<file path="src/rtl/fir_sched_pkg.sv">
// Shared scheduler types: FSM state encoding and channel-index width.
package fir_sched_pkg;

    typedef enum logic [1:0] {
        ST_IDLE  = 2'd0,
        ST_ISSUE = 2'd1,
        ST_WAIT  = 2'd2
    } sched_state_t;

    // Channel index width; a single channel still needs one bit of index.
    function automatic int ch_width(input int num_ch);
        return (num_ch > 1) ? $clog2(num_ch) : 1;
    endfunction

endpackage

</file>
<file path="src/rtl/rr_arbiter.sv">
// Combinational round-robin arbiter: the search starts at last_grant+1 and wraps to 0.
module rr_arbiter
    import fir_sched_pkg::*;
#(
    parameter int NUM_CH = 4
) (
    input  logic [NUM_CH-1:0]           req,
    input  logic [ch_width(NUM_CH)-1:0] last_grant,
    output logic [NUM_CH-1:0]           gnt,
    output logic [ch_width(NUM_CH)-1:0] gnt_idx,
    output logic                        gnt_vld
);

    localparam int CH_W = ch_width(NUM_CH);

    always_comb begin
        gnt     = '0;
        gnt_idx = '0;
        gnt_vld = 1'b0;
        // First pass scans channels above last_grant; second pass wraps from channel 0.
        for (int k = 0; k < NUM_CH; k++) begin
            if (!gnt_vld && req[k] && (k > int'(last_grant))) begin
                gnt[k]  = 1'b1;
                gnt_idx = CH_W'(k);
                gnt_vld = 1'b1;
            end
        end
        for (int k = 0; k < NUM_CH; k++) begin
            if (!gnt_vld && req[k] && (k <= int'(last_grant))) begin
                gnt[k]  = 1'b1;
                gnt_idx = CH_W'(k);
                gnt_vld = 1'b1;
            end
        end
    end

endmodule

</file>
<file path="src/rtl/fir_mac_scheduler.sv">
// Shares one MAC engine among NUM_CH decimated filter channels (IDLE -> ISSUE -> WAIT).
// Define FIR_SCHED_TIMEOUT_EN to abandon a MAC request after TIMEOUT_CYCLES cycles in WAIT.
module fir_mac_scheduler
    import fir_sched_pkg::*;
#(
    parameter int NUM_CH         = 4,
    parameter int NUM_BITS       = 24,
    parameter int TIMEOUT_CYCLES = 1023
) (
    input  logic                           clk_i,
    input  logic                           reset_i,
    input  logic [NUM_CH-1:0]              ch_tick_i,
    input  logic [NUM_CH*NUM_BITS-1:0]     ch_data_i,
    output logic                           mac_start_o,
    output logic [ch_width(NUM_CH)-1:0]    mac_ch_o,
    output logic signed [NUM_BITS-1:0]     mac_data_o,
    input  logic                           mac_done_i,
    input  logic signed [NUM_BITS-1:0]     mac_result_i,
    output logic [NUM_CH*NUM_BITS-1:0]     result_o,
    output logic [NUM_CH-1:0]              result_valid_o,
    output logic                           frame_done_o,
    output logic [NUM_CH-1:0]              overrun_o,
    output logic                           timeout_o,
    input  logic                           clear_i,
    output logic                           busy_o
);

    localparam int CH_W = ch_width(NUM_CH);
    localparam logic [NUM_CH-1:0] ALL_CH = '1;

    if (TIMEOUT_CYCLES < 1) begin : g_bad_timeout
        $error("TIMEOUT_CYCLES must be at least 1");
    end

    sched_state_t               state, state_nxt;
    logic [NUM_CH-1:0]          pending, frame_mask, grant_oh;
    logic [NUM_CH-1:0]          arb_gnt, issue_clr, tick_overrun;
    logic [CH_W-1:0]            arb_idx, grant, last_grant;
    logic                       arb_vld, issue, capture, expire;
    logic signed [NUM_BITS-1:0] hold [NUM_CH];

    rr_arbiter #(.NUM_CH(NUM_CH)) u_arb (
        .req       (pending),
        .last_grant(last_grant),
        .gnt       (arb_gnt),
        .gnt_idx   (arb_idx),
        .gnt_vld   (arb_vld)
    );

`ifdef FIR_SCHED_TIMEOUT_EN
    localparam int TO_W = $clog2(TIMEOUT_CYCLES + 1);
    localparam logic [TO_W-1:0] TO_LAST = TO_W'(TIMEOUT_CYCLES - 1);
    logic [TO_W-1:0] wait_cnt;

    assign expire = (state == ST_WAIT) && !mac_done_i && (wait_cnt == TO_LAST);

    always_ff @(posedge clk_i or negedge reset_i) begin
        if (!reset_i) begin
            wait_cnt  <= '0;
            timeout_o <= 1'b0;
        end else begin
            if (state == ST_WAIT && !mac_done_i && !expire) wait_cnt <= wait_cnt + TO_W'(1);
            else                                           wait_cnt <= '0;
            timeout_o <= (timeout_o & ~clear_i) | expire;
        end
    end
`else
    assign expire    = 1'b0;
    assign timeout_o = 1'b0;
`endif

    always_ff @(posedge clk_i or negedge reset_i) begin
        if (!reset_i) state <= ST_IDLE;
        else          state <= state_nxt;
    end

    always_comb begin
        state_nxt = state;
        case (state)
            ST_IDLE:  if (arb_vld) state_nxt = ST_ISSUE;
            ST_ISSUE: state_nxt = ST_WAIT;
            ST_WAIT:  if (mac_done_i || expire) state_nxt = ST_IDLE;
            default:  state_nxt = ST_IDLE;
        endcase
    end

    always_comb begin
        issue   = (state == ST_ISSUE);
        capture = (state == ST_WAIT) && mac_done_i;
        busy_o  = (state != ST_IDLE);
    end

    // A tick on the channel being issued refills pending and is not an overrun.
    assign issue_clr    = issue ? (grant_oh & ~ch_tick_i) : '0;
    assign tick_overrun = ch_tick_i & pending & ~(issue ? grant_oh : '0);

    always_ff @(posedge clk_i) begin
        for (int c = 0; c < NUM_CH; c++) begin
            if (ch_tick_i[c]) hold[c] <= ch_data_i[c*NUM_BITS +: NUM_BITS];
        end
    end

    always_ff @(posedge clk_i or negedge reset_i) begin
        if (!reset_i) begin
            pending        <= '0;
            frame_mask     <= '0;
            grant          <= '0;
            grant_oh       <= '0;
            last_grant     <= CH_W'(NUM_CH - 1);
            mac_start_o    <= 1'b0;
            mac_ch_o       <= '0;
            mac_data_o     <= '0;
            result_o       <= '0;
            result_valid_o <= '0;
            frame_done_o   <= 1'b0;
            overrun_o      <= '0;
        end else begin
            pending        <= (pending & ~issue_clr) | ch_tick_i;
            overrun_o      <= (overrun_o & ~{NUM_CH{clear_i}}) | tick_overrun;
            mac_start_o    <= issue;
            result_valid_o <= '0;
            frame_done_o   <= 1'b0;
            if (state == ST_IDLE && arb_vld) begin
                grant    <= arb_idx;
                grant_oh <= arb_gnt;
            end
            if (issue) begin
                mac_ch_o   <= grant;
                mac_data_o <= hold[grant];
            end
            if (capture) begin
                for (int c = 0; c < NUM_CH; c++) begin
                    if (grant_oh[c]) result_o[c*NUM_BITS +: NUM_BITS] <= mac_result_i;
                end
                result_valid_o <= grant_oh;
                last_grant     <= grant;
                if ((frame_mask | grant_oh) == ALL_CH) begin
                    frame_done_o <= 1'b1;
                    frame_mask   <= '0;
                end else begin
                    frame_mask <= frame_mask | grant_oh;
                end
            end
            if (expire) last_grant <= grant;
        end
    end

endmodule

</file>
<file path="config.mk">
export PLATFORM = sky130hd
export DESIGN_NAME = fir_mac_scheduler
export DESIGN_NICKNAME = d
export VERILOG_FILES = /design/src/rtl/fir_sched_pkg.sv /design/src/rtl/rr_arbiter.sv /design/src/rtl/fir_mac_scheduler.sv
export SDC_FILE = /design/constraint.sdc
export NUM_CORES = 1
export LEC_CHECK = 0
export ABC_AREA = 1
export CORE_MARGIN = 2
export CORE_UTILIZATION = 37
export DETAILED_ROUTE_END_ITERATION = 16
export PLACE_DENSITY = 0.73
export SKIP_LAST_GASP = 1
export SLEW_MARGIN = 20
export SYNTH_ARGS = -nofsm -noshare
export SYNTH_HDL_FRONTEND = slang
export SYNTH_SLANG_ARGS = --single-unit
</file>
<file path="constraint.sdc">
create_clock -name clk_i -period 1.9 [get_ports clk_i]
set_input_delay 0.38 -clock clk_i [delete_from_list [all_inputs] [get_ports clk_i]]
set_output_delay 0.38 -clock clk_i [all_outputs]
set_load 0.05 [all_outputs]
</file>
# [Word level (Yosys, flattened, before mapping)]
# Memories as Yosys holds them, arrays and structs flattened. A register that Yosys moved wholly into a read port is not among the register bits.
# Index checks and enable logic that the tools add are counted.
[totals] regBits=126 ram_bits=96 out_inout_bits=134 elab_cells=104 mem_count=1
[op_classes] n_lt_le_gt_ge=6 eq_ne=5 muxes=37 bitwise=12 reduce_logical=28
[memory_table] memory="hold" depth=4 word_bits=24 read_ports=1 rd_ports_with_merged_regs=1 wr=4 line="fir_mac_scheduler.sv:40" source="logic signed [NUM_BITS-1:0] hold [NUM_CH];"
[ops] cell="$mux 1" count=24
[ops] cell="$and 4x4->4" count=5
[ops] cell="$mux 2" count=8
[ops] cell="$mux 4" count=4
[ops] cell="$not 4->4" count=4
[ops] cell="$logic_and 1x1->1" count=14
[ops] cell="$or 4x4->4" count=3
[ops] cell="$reduce_and 2->1" count=5
[ops] cell="$logic_not 1->1" count=7
[ops] cell="$pmux 2 s3" count=1
[ops] cell="$eq 4x4->1 const B" count=1
[ops] cell="$gt 2x2->1 const A" count=2
[ops] cell="$le 2x2->1 const A" count=2
[ops] cell="$ne 2x2->1 const B" count=2
[ops] cell="$eq 2x1->1 const B" count=1
[ops] cell="$eq 2x2->1 const B" count=1
[ops] cell="$gt 1x2->1 const A" count=1
[ops] cell="$le 1x2->1 const A" count=1
[ops] cell="$logic_not 2->1" count=1
[ops] cell="$reduce_bool 2->1" count=1

# [Longest topological paths before layout]
[depth] ltp_word=28 ltp_mapped=9

# [Hierarchy]
# A second synthesis with hierarchy kept.
[hier_totals] hier_cells=898 area_unflattened_um2=9510.4
[by_module_without_submodules] mod="fir_mac_scheduler" n_inst=1 cells_each=870 area_each_um2=9361.5 seq_area_each_um2=6638.9
[by_module_without_submodules] mod="rr_arbiter" n_inst=1 cells_each=28 area_each_um2=148.9 seq_area_each_um2=0.0

# [Worst setup path before layout]
# No wires, ideal clock.
[synth_path] path_type="register to register" startpoint="reg last_grant[1]" endpoint="reg grant_oh[2]" setup_time_ns=0.119 arrival_ns=1.267 required_ns=1.781 slack_ns=0.514 stages_incl_launch_ff=10 path_buffers=0 period_less_slack_ns=1.386 path_cell_list="dfstp_2 > nor2_1 > nand2_2 > nand3_2 > nor2_4 > nand3_1 > nand2_2 > nand2_4 > nand2_1 > nand2_1"
[synth_via] elab_chain_cells=27 elab_cells_between_ends=34 cone_classes="order compare (6); mux (9); reduce/logical (19)"
[synth_rtl] element="start: declaration" line="fir_mac_scheduler.sv:38" source="logic [CH_W-1:0] arb_idx, grant, last_grant;"
[synth_rtl] element="start signal: assignment" line="fir_mac_scheduler.sv:109" source="last_grant <= CH_W'(NUM_CH - 1);"
[synth_rtl] element="start signal: assignment" line="fir_mac_scheduler.sv:136" source="last_grant <= grant;"
[synth_rtl] element="start signal: assignment" line="fir_mac_scheduler.sv:144" source="if (expire) last_grant <= grant;"
[synth_rtl] element="$gt 1x2->1" line="rr_arbiter.sv:22" source="if (!gnt_vld && req[k] && (k > int'(last_grant))) begin"
[synth_rtl] element="$logic_and 1x1->1" line="rr_arbiter.sv:22"
[synth_rtl] element="$mux 1" line="rr_arbiter.sv:22"
[synth_rtl] element="$logic_not 1->1" line="rr_arbiter.sv:22"
[synth_rtl] element="$logic_and 1x1->1 (2 in series)" line="rr_arbiter.sv:22"
[synth_rtl] element="$mux 1" line="rr_arbiter.sv:22"
[synth_rtl] element="$logic_not 1->1" line="rr_arbiter.sv:22"
[synth_rtl] element="$logic_and 1x1->1 (2 in series)" line="rr_arbiter.sv:22"
[synth_rtl] element="(+7 left out)"
[synth_rtl] element="$mux 1" line="rr_arbiter.sv:29" source="if (!gnt_vld && req[k] && (k <= int'(last_grant))) begin"
[synth_rtl] element="$logic_not 1->1" line="rr_arbiter.sv:29"
[synth_rtl] element="$logic_and 1x1->1 (2 in series)" line="rr_arbiter.sv:29"
[synth_rtl] element="$mux 1" line="rr_arbiter.sv:29"
[synth_rtl] element="$logic_not 1->1" line="rr_arbiter.sv:29"
[synth_rtl] element="$logic_and 1x1->1 (2 in series)" line="rr_arbiter.sv:29"
[synth_rtl] element="$mux 1" line="rr_arbiter.sv:29"
[synth_rtl] element="$logic_and 1x1->1" line="fir_mac_scheduler.sv:123" source="if (state == ST_IDLE && arb_vld) begin"
[synth_rtl] element="end signal: assignment" line="fir_mac_scheduler.sv:125" source="grant_oh <= arb_gnt;"
[synth_rtl] element="end: declaration" line="fir_mac_scheduler.sv:36" source="logic [NUM_CH-1:0] pending, frame_mask, grant_oh;"
# Several ways; a longest one is shown, not always the timed one.
# A chain may end at the register's enable or synchronous reset.

# [Worst setup path after layout]
[layout_path] startpoint="reg mac_data_o[20] (read register of hold)" endpoint="out mac_data_o[20]"
[layout_rtl] element="start: declaration" line="fir_mac_scheduler.sv:16" source="output logic signed [NUM_BITS-1:0] mac_data_o,"
# No word-level cell between the ends.

==> impl_metrics.env <==
export IMPL_grt_max_degree=50
export IMPL_clockRootBuffer="clkbuf_16"
export IMPL_fillerInstances=2140
export IMPL_hold_violations=0
export IMPL_core_area_um2=24500
export IMPL_synth_area_leaders="dfrtp_1 (40%), edfxtp_1 (31%), nand2_1 (6.7%)"
export IMPL_synth_common_cells="nand2_1 (164), dfrtp_1 (148), o21ai_0 (112)"
export IMPL_grt_pass1_vias=6673
export IMPL_synthArstFlopShare_pct=61.0
export IMPL_yosysSeqAreaShare_pct=71.8
export IMPL_slew_limit_headroom_pct=65.3
export IMPL_cts_buffers=26
export IMPL_end_kind="output port"
export IMPL_crit_chain="dlygate4sd2_1"
export IMPL_place_congestion=0.859
export IMPL_grt_pass1_wl_um=37200
export IMPL_status="finished clean"
export IMPL_synth_most_common_cell="nand2_1"
export IMPL_final_layout_size_suffix_gt1_share_pct=15.1
export IMPL_fin_crit_sh_pct=96.5
export IMPL_crit_required_ns=1.52
export IMPL_totalWireLength_um=24000
export IMPL_cts_clk_slew_worst_paths_ns=0.06
export IMPL_p_leak_nw=5.85
export IMPL_synth_top_cell_area_share_pct=40.0
export IMPL_slew_violations=0
export IMPL_worstSetupPathType="reg2out"
export IMPL_cts_path_max_buffers=3
export IMPL_setup_viol=0
export IMPL_peakVddDrop_uv=949
export IMPL_grt_antenna_before_repair=0
export IMPL_drtPass1Iterations=5
export IMPL_synthesis_nets=930
export IMPL_die_x_um=162
export IMPL_die_y_um=162
export IMPL_rsz0062_at_grt="no"
export IMPL_ant_nets=0
export IMPL_timing_final_ws_setup_ns=0.0657
export IMPL_rows=57
export IMPL_hpwl_um=17100
export IMPL_overflow=0
export IMPL_htree_levels=1
export IMPL_dr_first_iter_drc_count=528
export IMPL_nets=1203
export IMPL_yosys_area_top_type="dfrtp_1"
export IMPL_synth_cell_type_count=29
export IMPL_post_drt_wl_per_cell_um=16.9
export IMPL_cts_tree="built"
export IMPL_synth_edff_count=96
export IMPL_ys_flop_type="dfrtp_1"
export IMPL_ios=262
export IMPL_crit_arrival_ns=1.45
export IMPL_fin_crit_ns=1.83
export IMPL_preCtsSetupSlack_ns=0.110
export IMPL_antenna_cells=0
export IMPL_worst_pin_slew_ns=0.522
export IMPL_syn_area_um2=9250
export IMPL_floorplan_initialDensity_pct=37.8
export IMPL_hp_class="in2async"
export IMPL_viasPerCell=4.83
export IMPL_crit_family="buffers and inverters"
export IMPL_post_cts_buffers=0
export IMPL_worst_path_largest_cell_delay_ns=0.54
export IMPL_syn_to_final_growth_pct=40.1
export IMPL_via_count=6850
export IMPL_clk_latency_ns=0.53
export IMPL_fmax_ghz=0.545
export IMPL_grt_usage_pct=18.1
export IMPL_die_area_um2=26300
export IMPL_fin_setup_tns_ns=0
export IMPL_cp_slowest_cell="dlygate4sd2_1"
export IMPL_cp_start_kind="register"
export IMPL_synth_area_per_cell_um2=11.5
export IMPL_port_buffers=260
export IMPL_cts_sinks=246
export IMPL_synth_warnings=0
export IMPL_path_max_fanout=2
export IMPL_worst_clock_skew_ns=0.0195
export IMPL_drt_drc_violations_left=0
export IMPL_drv_cap=0
export IMPL_syn_inst=802
export IMPL_crit_buf_inv=1
export IMPL_ys_ff_latch=246
export IMPL_power_density_nw_per_um2=1710
## cell type report
| class | instances | area, µm² | share of cell area, % |
|---|---|---|---|
| flip-flops and latches | 246 | 6640 | 51.2 |
| multi-input cells | 462 | 2190 | 16.9 |
| clock buffers | 38 | 746 | 5.76 |
| inverters | 54 | 203 | 1.56 |
| well taps | 324 | 405 | 3.13 |
| repair buffers | 285 | 2670 | 20.6 |
| clock inverters | 9 | 103 | 0.792 |
## cells in the final DEF, fill, tap and decap left out, types with 11 or more instances in the layout
master and n:
nand2_1 164, dfrtp_1 148, clkdlybuf4s50_1 126, o21ai_0 112, edfxtp_1 96, nor2_1 83, buf_4 78, dlygate4sd2_1 69
inv_1 48, clkbuf_16 26, o21ai_1 22, o21ai_2 20, o22ai_1 19, a31oi_1 11
## layer usage
layer | global-route usage, % | routed length, µm | up-vias
li1 | - | - | 3250
met1 | 23.6 | 9790 | 3203
met2 | 29.2 | 11100 | 355
met3 | 5.90 | 2580 | 42
met4 | 4.75 | 571 | 0
met5 | 0 | 0 | -
## final timing paths
path	startpoint	endpoint	slack, ns	cells after the start
setup / recovery	mac_data_o[20]$_DFFE_PN0P_	mac_data_o[20]	0.07	1
hold / removal	reset_i	result_o[20]$_DFFE_PN0P_	0.35	2
setup reg to reg	last_grant[1]$_DFFE_PN1P_	grant_oh[2]$_DFFE_PN0P_	0.33	9
hold reg to reg	result_o[62]$_DFFE_PN0P_	result_o[62]$_DFFE_PN0P_	0.48	2
max in group asynchronous	reset_i	mac_data_o[7]$_DFFE_PN0P_	0.96	3
min in group clk_i	ch_data_i[66]	hold[2][18]$_DFFE_PP_	0.40	1
## sequential cells by signal, summed over array words and instances, names as in the netlist
name,flops
hold,96
result_o,96
mac_data_o,24
frame_mask,4
grant_oh,4
overrun_o,4
pending,4
result_valid_o,4
grant,2
last_grant,2
mac_ch_o,2
state,2
frame_done_o,1
mac_start_o,1
## repair_timing
| action | in CTS | in global routing |
|---|---|---|
| endpoints found under the hold margin | 35 | 0 |
| hold buffers | 1 | 0 |
| endpoints found under the setup margin | 70 | 0 |
| gates resized for setup | 71 | 0 |
## metrics by stage
stage	hold slack, ns	power [mW]	instances	util, %	cell area (µm²)
2_1_floorplan	0.0844	14.1	802	-	9250
3_3_place_gp	0.325	17.5	1370	49.8	12200
3_5_place_dp	0.335	17.7	1370	49.8	12200
4_1_cts	0.355	22.3	1418	53.0	13000
5_1_grt	0.371	23.3	1418	53.0	13000
6_report	0.355	22.1	1418	53.0	13000
## power breakdown
part | switching, mW | internal [mW]
Combinational | 6.65 | 2.70
Sequential | 0.835 | 6.95
Clock | 1.99 | 2.98
Total | 9.48 | 12.6
## cell families (layout without fill, tap and decap cells)
group	Yosys count	after routing	share of synthesized area, %
simple gates	272	272	12.1
flops	246	246	71.8
compound gates	189	189	11.4
buf+inv	94	386	4.71
other cells	1	1	0.0405
Power figures use the tool's default switching activity.
